$ cat src/rtl/pipe_ctrl_pkg.sv
// Shared types and constants for the pipeline controller.
// Stall masks, eret code, default vector and FSM states.
package pipe_ctrl_pkg;

  typedef enum logic [1:0] {
    ST_RUN   = 2'd0,
    ST_STALL = 2'd1,
    ST_WDT   = 2'd2
  } state_t;

  localparam logic [5:0] STALL_NONE = 6'b000000;
  localparam logic [5:0] STALL_IF   = 6'b000011;
  localparam logic [5:0] STALL_ID   = 6'b000111;
  localparam logic [5:0] STALL_EX   = 6'b001111;
  localparam logic [5:0] STALL_MEM  = 6'b011111;

  localparam logic [31:0] ERET_CODE      = 32'h0000_000e;
  localparam logic [31:0] EXC_VECTOR_DEF = 32'h0000_0020;

  // Deepest requesting stage wins.
  function automatic logic [5:0] stall_enc(
    input logic mem,
    input logic ex,
    input logic id,
    input logic fe
  );
    logic [5:0] s;
    priority case (1'b1)
      mem:     s = STALL_MEM;
      ex:      s = STALL_EX;
      id:      s = STALL_ID;
      fe:      s = STALL_IF;
      default: s = STALL_NONE;
    endcase
    return s;
  endfunction

endpackage

$ cat src/rtl/pipe_ctrl_if.sv
// Stall/flush bundle between pipeline stages and pipe_ctrl.
// stall_cycles exists only with PIPE_CTRL_PERF_EN.
interface pipe_ctrl_if;

  logic        stallreq_if;
  logic        stallreq_id;
  logic        stallreq_ex;
  logic        stallreq_mem;
  logic [31:0] excepttype_i;
  logic [31:0] cp0_epc_i;
  logic [5:0]  stall;
  logic        flush;
  logic [31:0] new_pc;
  logic        wdt_timeout;
`ifdef PIPE_CTRL_PERF_EN
  logic [31:0] stall_cycles;
`endif

  modport master (
`ifdef PIPE_CTRL_PERF_EN
    input  stall_cycles,
`endif
    output stallreq_if,
    output stallreq_id,
    output stallreq_ex,
    output stallreq_mem,
    output excepttype_i,
    output cp0_epc_i,
    input  stall,
    input  flush,
    input  new_pc,
    input  wdt_timeout
  );

  modport slave (
`ifdef PIPE_CTRL_PERF_EN
    output stall_cycles,
`endif
    input  stallreq_if,
    input  stallreq_id,
    input  stallreq_ex,
    input  stallreq_mem,
    input  excepttype_i,
    input  cp0_epc_i,
    output stall,
    output flush,
    output new_pc,
    output wdt_timeout
  );

endinterface

$ cat src/rtl/pipe_wdt.sv
// Stall watchdog: saturating stall_cnt plus limit compare.
// Priority clr > load > inc.
module pipe_wdt #(
  parameter int WDT_W     = 8,
  parameter int WDT_LIMIT = 255
) (
  input  logic clk,
  input  logic rst,
  input  logic clr,
  input  logic load,
  input  logic inc,
  output logic hit
);

  logic [WDT_W-1:0] stall_cnt;

  always_ff @(posedge clk or negedge rst) begin
    if (!rst) begin
      stall_cnt <= '0;
    end else if (clr) begin
      stall_cnt <= '0;
    end else if (load) begin
      stall_cnt <= WDT_W'(1);
    end else if (inc && (stall_cnt != '1)) begin
      stall_cnt <= stall_cnt + 1'b1;
    end
  end

  assign hit = (stall_cnt == WDT_W'(WDT_LIMIT));

endmodule

$ cat src/rtl/pipe_ctrl.sv
// Pipeline stall/flush controller with stall watchdog.
// Optional PIPE_CTRL_PERF_EN adds a stall_cycles counter.
module pipe_ctrl
  import pipe_ctrl_pkg::*;
#(
  parameter int          WDT_W      = 8,
  parameter int          WDT_LIMIT  = 255,
  parameter logic [31:0] EXC_VECTOR = EXC_VECTOR_DEF
) (
  input logic        clk,
  input logic        rst,
  pipe_ctrl_if.slave bus
);

  state_t      state;
  state_t      state_nx;
  logic        any_req;
  logic        exc;
  logic        hit;
  logic        cnt_clr;
  logic        cnt_load;
  logic        cnt_inc;
  logic [5:0]  stall_c;
  logic        flush_c;
  logic [31:0] pc_c;
  logic        wdt_c;
  logic [5:0]  req_mask;

  assign any_req = bus.stallreq_if | bus.stallreq_id
                 | bus.stallreq_ex | bus.stallreq_mem;
  assign exc = |bus.excepttype_i;
  assign req_mask = stall_enc(bus.stallreq_mem, bus.stallreq_ex,
                              bus.stallreq_id, bus.stallreq_if);

  pipe_wdt #(
    .WDT_W    (WDT_W),
    .WDT_LIMIT(WDT_LIMIT)
  ) u_wdt (
    .clk (clk),
    .rst (rst),
    .clr (cnt_clr),
    .load(cnt_load),
    .inc (cnt_inc),
    .hit (hit)
  );

  always_ff @(posedge clk or negedge rst) begin
    if (!rst) begin
      state <= ST_RUN;
    end else begin
      state <= state_nx;
    end
  end

  always_comb begin
    state_nx = state;
    cnt_clr  = 1'b0;
    cnt_load = 1'b0;
    cnt_inc  = 1'b0;
    stall_c  = STALL_NONE;
    flush_c  = 1'b0;
    pc_c     = 32'h0;
    wdt_c    = 1'b0;
    if (exc) begin
      flush_c  = 1'b1;
      pc_c     = (bus.excepttype_i == ERET_CODE)
               ? bus.cp0_epc_i : EXC_VECTOR;
      wdt_c    = (state == ST_WDT);
      state_nx = ST_RUN;
      cnt_clr  = 1'b1;
    end else begin
      unique case (state)
        ST_RUN: begin
          stall_c = req_mask;
          if (any_req) begin
            state_nx = ST_STALL;
            cnt_load = 1'b1;
          end else begin
            cnt_clr = 1'b1;
          end
        end
        ST_STALL: begin
          stall_c = req_mask;
          if (!any_req) begin
            state_nx = ST_RUN;
            cnt_clr  = 1'b1;
          end else if (hit) begin
            state_nx = ST_WDT;
          end else begin
            cnt_inc = 1'b1;
          end
        end
        ST_WDT: begin
          flush_c  = 1'b1;
          pc_c     = EXC_VECTOR;
          wdt_c    = 1'b1;
          state_nx = ST_RUN;
          cnt_clr  = 1'b1;
        end
        default: begin
          state_nx = ST_RUN;
          cnt_clr  = 1'b1;
        end
      endcase
    end
  end

  // Outputs are held quiet for as long as reset is low.
  assign bus.stall       = rst ? stall_c : STALL_NONE;
  assign bus.flush       = rst & flush_c;
  assign bus.new_pc      = rst ? pc_c : 32'h0;
  assign bus.wdt_timeout = rst & wdt_c;

`ifdef PIPE_CTRL_PERF_EN
  always_ff @(posedge clk or negedge rst) begin
    if (!rst) begin
      bus.stall_cycles <= '0;
    end else if ((|bus.stall) && (bus.stall_cycles != '1)) begin
      bus.stall_cycles <= bus.stall_cycles + 32'd1;
    end
  end
`endif

endmodule
$ cat src/flat_wrapper.sv
// flat-port wrapper written by rule: the top's interface ports become plain ports
module pipe_ctrl_flat import pipe_ctrl_pkg::*;
#(
  parameter int          WDT_W      = 8,
  parameter int          WDT_LIMIT  = 255,
  parameter logic [31:0] EXC_VECTOR = EXC_VECTOR_DEF
)
  (clk, rst, bus_stallreq_if, bus_stallreq_id, bus_stallreq_ex, bus_stallreq_mem, bus_excepttype_i, bus_cp0_epc_i, bus_stall, bus_flush, bus_new_pc, bus_wdt_timeout);
  pipe_ctrl_if bus_i ();
  input logic clk;
  input logic rst;
  input wire logic [$bits(bus_i.stallreq_if)-1:0] bus_stallreq_if;
  input wire logic [$bits(bus_i.stallreq_id)-1:0] bus_stallreq_id;
  input wire logic [$bits(bus_i.stallreq_ex)-1:0] bus_stallreq_ex;
  input wire logic [$bits(bus_i.stallreq_mem)-1:0] bus_stallreq_mem;
  input wire logic [$bits(bus_i.excepttype_i)-1:0] bus_excepttype_i;
  input wire logic [$bits(bus_i.cp0_epc_i)-1:0] bus_cp0_epc_i;
  output wire logic [$bits(bus_i.stall)-1:0] bus_stall;
  output wire logic [$bits(bus_i.flush)-1:0] bus_flush;
  output wire logic [$bits(bus_i.new_pc)-1:0] bus_new_pc;
  output wire logic [$bits(bus_i.wdt_timeout)-1:0] bus_wdt_timeout;
  assign bus_i.stallreq_if = bus_stallreq_if;
  assign bus_i.stallreq_id = bus_stallreq_id;
  assign bus_i.stallreq_ex = bus_stallreq_ex;
  assign bus_i.stallreq_mem = bus_stallreq_mem;
  assign bus_i.excepttype_i = bus_excepttype_i;
  assign bus_i.cp0_epc_i = bus_cp0_epc_i;
  assign bus_stall = bus_i.stall;
  assign bus_flush = bus_i.flush;
  assign bus_new_pc = bus_i.new_pc;
  assign bus_wdt_timeout = bus_i.wdt_timeout;
  pipe_ctrl #(.WDT_W(WDT_W), .WDT_LIMIT(WDT_LIMIT), .EXC_VECTOR(EXC_VECTOR)) u_core (.clk(clk), .rst(rst), .bus(bus_i));
endmodule
$ cat config.mk
export PLATFORM = sky130hd
export DESIGN_NAME = pipe_ctrl_flat
export DESIGN_NICKNAME = d
export VERILOG_FILES = /design/src/rtl/pipe_ctrl_pkg.sv /design/src/rtl/pipe_ctrl_if.sv /design/src/rtl/pipe_wdt.sv /design/src/rtl/pipe_ctrl.sv /design/src/flat_wrapper.sv
export SDC_FILE = /design/constraint.sdc
export NUM_CORES = 1
export LEC_CHECK = 0
export CORE_ASPECT_RATIO = 1.2
export CORE_UTILIZATION = 24
export CTS_BUF_LIST = sky130_fd_sc_hd__clkbuf_16
export DETAILED_ROUTE_END_ITERATION = 7
export PLACE_DENSITY = 0.76
export SLEW_MARGIN = 20
export SYNTH_ARGS = -nofsm -noshare
export SYNTH_HDL_FRONTEND = slang
export SYNTH_SLANG_ARGS = --single-unit
$ cat constraint.sdc
create_clock -name clk -period 2.2 [get_ports clk]
set_clock_uncertainty 0.1 [all_clocks]
set_input_delay 0.44 -clock clk [delete_from_list [all_inputs] [get_ports clk]]
set_output_delay 0.44 -clock clk [all_outputs]
set_load 0.05 [all_outputs]
== Word level (Yosys, flattened, before mapping) ==
Index checks and enable logic that the tools add are counted.

* $add $sub $neg: 1
* Multiply operators: 0
* Div/mod/pow operators: 0
* Magnitude comparators: 0
* Eq/ne operators: 7
* Shifts and indexed selects: 0
* Mux-type cells: 32
* Bitwise operators: 5
* Reductions and logical operators: 6

{| class="wikitable"
|+ Operators by type and width
! kind !! number
|-
| 32-bit 2-to-1 mux || 3
|-
| 6-bit 2-to-1 mux || 6
|-
| 32-bit by 4-bit equality test with 1-bit output, second input constant || 1
|-
| 32-bit OR reduction || 1
|-
| 8-bit 2-to-1 mux || 3
|-
| 1-bit 2-to-1 mux || 13
|-
| 2-bit 2-to-1 mux || 5
|-
| 8-bit by 1-bit adder with 8-bit output, second input constant || 1
|-
| 8-bit equality test, second input constant || 1
|-
| 8-bit inequality test, second input constant || 1
|-
| 4-bit inequality test, second input constant || 1
|-
| 2-bit one-hot mux with 2 select lines || 1
|-
| 3-bit 2-to-1 mux || 1
|-
| 3-bit by 1-bit inequality test with 1-bit output, second input constant || 1
|-
| 1-bit OR || 3
|-
| 3-bit nonzero test || 1
|-
| 1-bit bitwise AND || 2
|-
| 2-bit by 1-bit equality test with 1-bit output, second input constant || 1
|-
| 2-bit equality test, second input constant || 1
|-
| 2-bit zero test || 1
|-
| 2-bit AND reduction || 1
|-
| 2-bit OR reduction || 1
|-
| 1-bit logical AND || 1
|}

* Bits in registers: 10
* Latch bits: 0
* RAM bits: 0
* ROM bits: 0
* Input bits: 70
* Output and inout bits: 40
* Logic and storage cells: 53
* Memories: 0

== Depth between registers and ports, before layout ==
* Depth in word-level cells: 10
* Depth in mapped cells: 6

== Cells and area by module ==
A second synthesis with hierarchy kept.

* Cell total of the unflattened synthesis: 125
* Area, all modules: 1054.8 µm²

{| class="wikitable"
|+ By module, submodules not included
! module !! times used !! cells each !! area an instance (µm²) !! seq. area each (µm²)
|-
| pipe_ctrl || 1 || 76 || 538.0 || 50.0
|-
| pipe_wdt || 1 || 49 || 516.7 || 200.2
|}

== Worst setup path before layout ==
OpenSTA, ideal clock, no wires.

* Path type: input port to output port
* From: input port bus_excepttype_i[20]
* To: output port bus_stall[1]
* Arrival time: 3.417 ns
* Data required time: 1.660 ns
* Path slack: -1.757 ns
* Cell stages on the path: 6
* Path buffers: 2
* Path through: nor4_1 nand4_1 or2_2 clkbuf_1 nor4_1 buf_4

* Cells in the longest elaborated chain, start to end: 3

{| class="wikitable"
|+ RTL lines
! what !! line !! text
|-
| from (decl) || flat_wrapper.sv:16 || <nowiki>input wire logic [$bits(bus_i.excepttype_i)-1:0] bus_excepttype_i;</nowiki>
|-
| 32-bit OR reduction || pipe_ctrl.sv:31 || <nowiki>assign exc = |bus.excepttype_i;</nowiki>
|-
| 6-bit 2-to-1 mux || pipe_ctrl.sv:64 || <nowiki>if (exc) begin</nowiki>
|-
| 6-bit 2-to-1 mux || pipe_ctrl.sv:109 || <nowiki>assign bus.stall = rst ? stall_c : STALL_NONE;</nowiki>
|-
| to (decl) || flat_wrapper.sv:18 || <nowiki>output wire logic [$bits(bus_i.stall)-1:0] bus_stall;</nowiki>
|}

No other way between the ends.

== Worst setup path after layout ==
* From: input port bus_excepttype_i[7]
* To: output port bus_stall[0]

The elaborated chain is that of the path after synthesis.

==> results.py <==
metrics = {
    "sta": {
        "min_period_ns": 2.49,
        "fin_setup_tns_ns": -9.24,
        "slew_headroom": 0.524,
        "setup_violations": 37,
        "fin_crit_sh": 1.13,
        "slew_viol_final": 0,
        "rsz0062_at_grt": "yes",
        "tightest_slew_ns": 0.707,
        "finalWorstSetupSlack_ns": -0.292,
        "hold_viol": 0,
        "fmax_mhz": 401,
    },
    "route": {
        "routed_wl_microns": 4490,
        "route.met3.wl_microns": 410,
        "vias": 1392,
        "dr_wl_met2_microns": 2490,
        "post_drt_wl_per_cell_microns": 15.5,
        "vias_per_cell": 4.80,
        "drtIter0Drc": 25,
        "highest_layer": "met4",
        "wl_met1_microns": 1550,
        "drcViolationCount": 0,
        "first_pass_iters": 4,
        "antenna_left": 0,
    },
    "yosys": {
        "syn_area_per_cell_sq_um": 7.87,
        "ys_top_cells_by_area": "dfrtp_1 (26%), and2_1 (21%), nor4_1 (8.6%)",
        "synth_compound_area_frac": 0.0821,
        "synth_mux_area_frac": 0.0212,
        "synth_area_sq_um": 945,
        "synth_top_family_by_area": "simple AND/OR/NAND/NOR gates",
        "seq_area_frac_synth": 0.265,
        "synth_simple_gate_area_frac": 0.534,
        "yosys.area_share.adder": 0.0132,
        "yosysTopAreaCellShare": 0.265,
        "synth_seq_cells": 10,
        "postSynthCellCount": 120,
        "synth_area_leader_cell": "dfrtp_1",
        "synth_xor_area_frac": 0.00927,
        "synthesis.nets": 191,
        "yosysWarnings": 0,
        "synth_cell_type_count": 34,
    },
    "critical_path": {
        "required_ns": 1.66,
        "critical_path.cell_chain": "clkdlybuf4s15_1 -> nor4_2 -> nand4_1 -> or2_4 -> nor4_4 -> buf_4 -> buf_12",
        "max_stage_delay_ns": 0.35,
        "arrival_ns": 1.95,
        "crit_family": "simple AND/OR/NAND/NOR gates",
        "critPathBufInv": 3,
        "critPathLaunchType": "input pin",
        "r2r-end": "u_core.u_wdt.stall_cnt[5]",
        "reg2reg_depth": 5,
        "critPathKind": "input pin to primary output",
        "cp_slowest_cell": "or2_4",
        "crit_path_end_kind": "primary output",
        "cp_max_fo": 6,
        "reg2reg_from": "u_core.u_wdt.stall_cnt[0]",
        "r2r_setup_slack_ns": 0.44,
    },
    "global_routing": {
        "grt_max_degree": 17,
        "gr-usage-all-layers": 0.222,
        "antenna_found_initial": 0,
        "overflow": 0,
        "grt_pass1_wl_microns": 6960,
        "grt_pass1_vias": 1494,
    },
    "floorplanning": {
        "start_util": 0.256,
        "fp.dieH_microns": 70.7,
        "die_area_sq_um": 4190,
        "die_width_microns": 59.3,
        "io_pins": 110,
        "fp.coreArea_sq_um": 3690,
        "rows": 24,
    },
    "hold_path": {
        "min_to": "u_core.u_wdt.stall_cnt[0]",
        "hold_depth": 1,
        "min_from": "u_core.state[0]",
        "hold_path_class": "flop to flop",
    },
    "clocking": {
        "cts_root_buffer": "clkbuf_16",
        "numCtsBuffers": 3,
        "cts_max_path_buffers": 2,
        "clk_latency_ns": 0.24,
        "clk_pin_slew_worst_paths_ns": 0.04,
        "clock_sinks": 10,
        "postCtsHoldBufs": 0,
        "tritoncts": "yes",
        "htree_levels": 1,
    },
    "status": {
        "status": "complete, but fails checks",
        "violations": "negative setup slack",
    },
    "layout": {
        "fin_area_sq_um": 2730,
        "area_delta_synth_final_pct": 189,
        "layout-drive-gt1-share": 0.550,
        "final_cells": 290,
        "fin_nets": 310,
        "post-route-util": 0.740,
        "antenna_cells": 0,
        "fillers": 254,
    },
    "power_and_ir_drop": {
        "fin_total_pwr_mw": 0.682,
        "vdd_drop_max_mv": 0.223,
        "power.leakage_nw": 1.11,
        "switching_share": 0.215,
        "clockPowerShare": 0.477,
        "internal-power_mw": 0.535,
        "pwr-share-comb": 0.252,
        "powerDensity_nw_per_um2": 250,
        "pwr-share-seq": 0.271,
        "p_switching_mw": 0.147,
    },
    "run": {
        "cap_viol_max_count": 0,
    },
    "place": {
        "place.gp.congestion": 0.759,
        "numPortBuffers": 108,
        "dp_hpwl_microns": 3830,
        "dp.cells": 283,
        "dpl_cell_area_sq_um": 2630,
    },
}
## final cells by class
cell class / count / area [sq um] / share of cell area
inverters: 3 / 11.3 / 0.00412
clock buffers: 3 / 75.1 / 0.0275
clock inverters: 1 / 3.75 / 0.00137
multi-input cells: 98 / 816 / 0.298
flip-flops and latches: 10 / 250 / 0.0915
repair buffers: 123 / 1510 / 0.553
well taps: 52 / 65.1 / 0.0238
## metal layers
metal | up-vias | GRT usage
met2 | 83 | 0.408
met1 | 647 | 0.240
met5 | - | 0
li1 | 657 | -
met3 | 5 | 0.0695
met4 | 0 | 0.0529
## worst register-to-register path, delay by kind of cell, from the launching register on
family | cells | cell delay [ns]
flops | 1 | 0.41
fa+ha+maj | 1 | 0.27
simple gates | 4 | 0.90
## sequential cells by signal, summed over array words and instances, names as in the netlist
| signal | count |
|---|---|
| u_core.state | 2 |
| u_core.u_wdt.stall_cnt | 8 |
## power by group through the flow
stage | Sequential (mW) | Clock (mW) | Combinational (mW)
after CTS | 0.185 | 0.329 | 0.168
after floorplan | 0.187 | 0 | 0.0320
final | 0.185 | 0.326 | 0.172
after detailed placement | 0.187 | 0 | 0.178
after global routing | 0.185 | 0.343 | 0.182
after global placement | 0.187 | 0 | 0.174
## cell families after synthesis
group | Yosys count
compound gates | 11
simple gates | 82
other cells | 1
xor+xnor | 1
mux | 2
flops | 10
fa+ha+maj | 1
buf+inv | 12
## cells in the final DEF (no fill, tap or decap), drive strengths merged, types with 2 or more instances in the layout
cell / instances
dlygate4sd2: 7
nor3: 5
a21oi: 3
nor2: 9
dfrtp: 10
clkdlybuf4s50: 37
nor4: 13
clkbuf: 6
nand2: 6
inv: 3
clkdlybuf4s15: 7
and2: 32
mux2i: 2
nand3: 3
a211oi: 2
a31oi: 2
nand4: 4
buf: 69
or3: 2
## cell usage after synthesis
library cell  number
a2111oi_0          1
a211oi_1           1
a211oi_2           1
a21oi_1            3
a31oi_1            2
and2_1            32
and3_1             1
and4_1             1
and4b_1            1
buf_4              2
buf_6              2
clkbuf_1           5
conb_1             1
dfrtp_1           10
ha_1               1
inv_1              3
mux2i_1            2
nand2_1            6
nand2b_1           1
nand3_1            3
nand4_1            4
nor2_1             9
nor2b_1            1
nor3_1             2
nor3_2             3
nor4_1            13
nor4b_1            1
o21ai_0            1
o22ai_1            1
o31a_2             1
or2_2              1
or3_4              2
or4_4              1
xor2_1             1
## repair_timing
| action | CTS | global route |
|---|---|---|
| endpoints found under the setup margin | 45 | 39 |
| pin swaps | 18 | 6 |
| gates resized for setup | 93 | 10 |
| buffers inserted | 3 | 1 |
## worst max-delay path by stage
stage | startpoint | to | slack (ns) | depth (start not counted)
final | bus_excepttype_i[7] | bus_stall[0] | -0.29 | 7
after global routing | bus_excepttype_i[0] | bus_stall[0] | -0.38 | 7
after CTS | bus_excepttype_i[0] | bus_stall[0] | -0.31 | 7
after detailed placement | bus_excepttype_i[20] | bus_stall[0] | -0.77 | 6
after global placement | bus_excepttype_i[20] | bus_stall[0] | -0.68 | 6
after floorplan | bus_excepttype_i[12] | bus_stall[1] | -0.62 | 6
## metrics by stage
step                      hold slack [ns]  setup WS, ns
final                               0.455        -0.292
after global routing                0.470        -0.380
after CTS                           0.443        -0.306
after detailed placement            0.430        -0.771
after global placement              0.419        -0.683
after floorplan                    0.0444        -0.623
No activity file was read; power rests on OpenSTA's default activity.
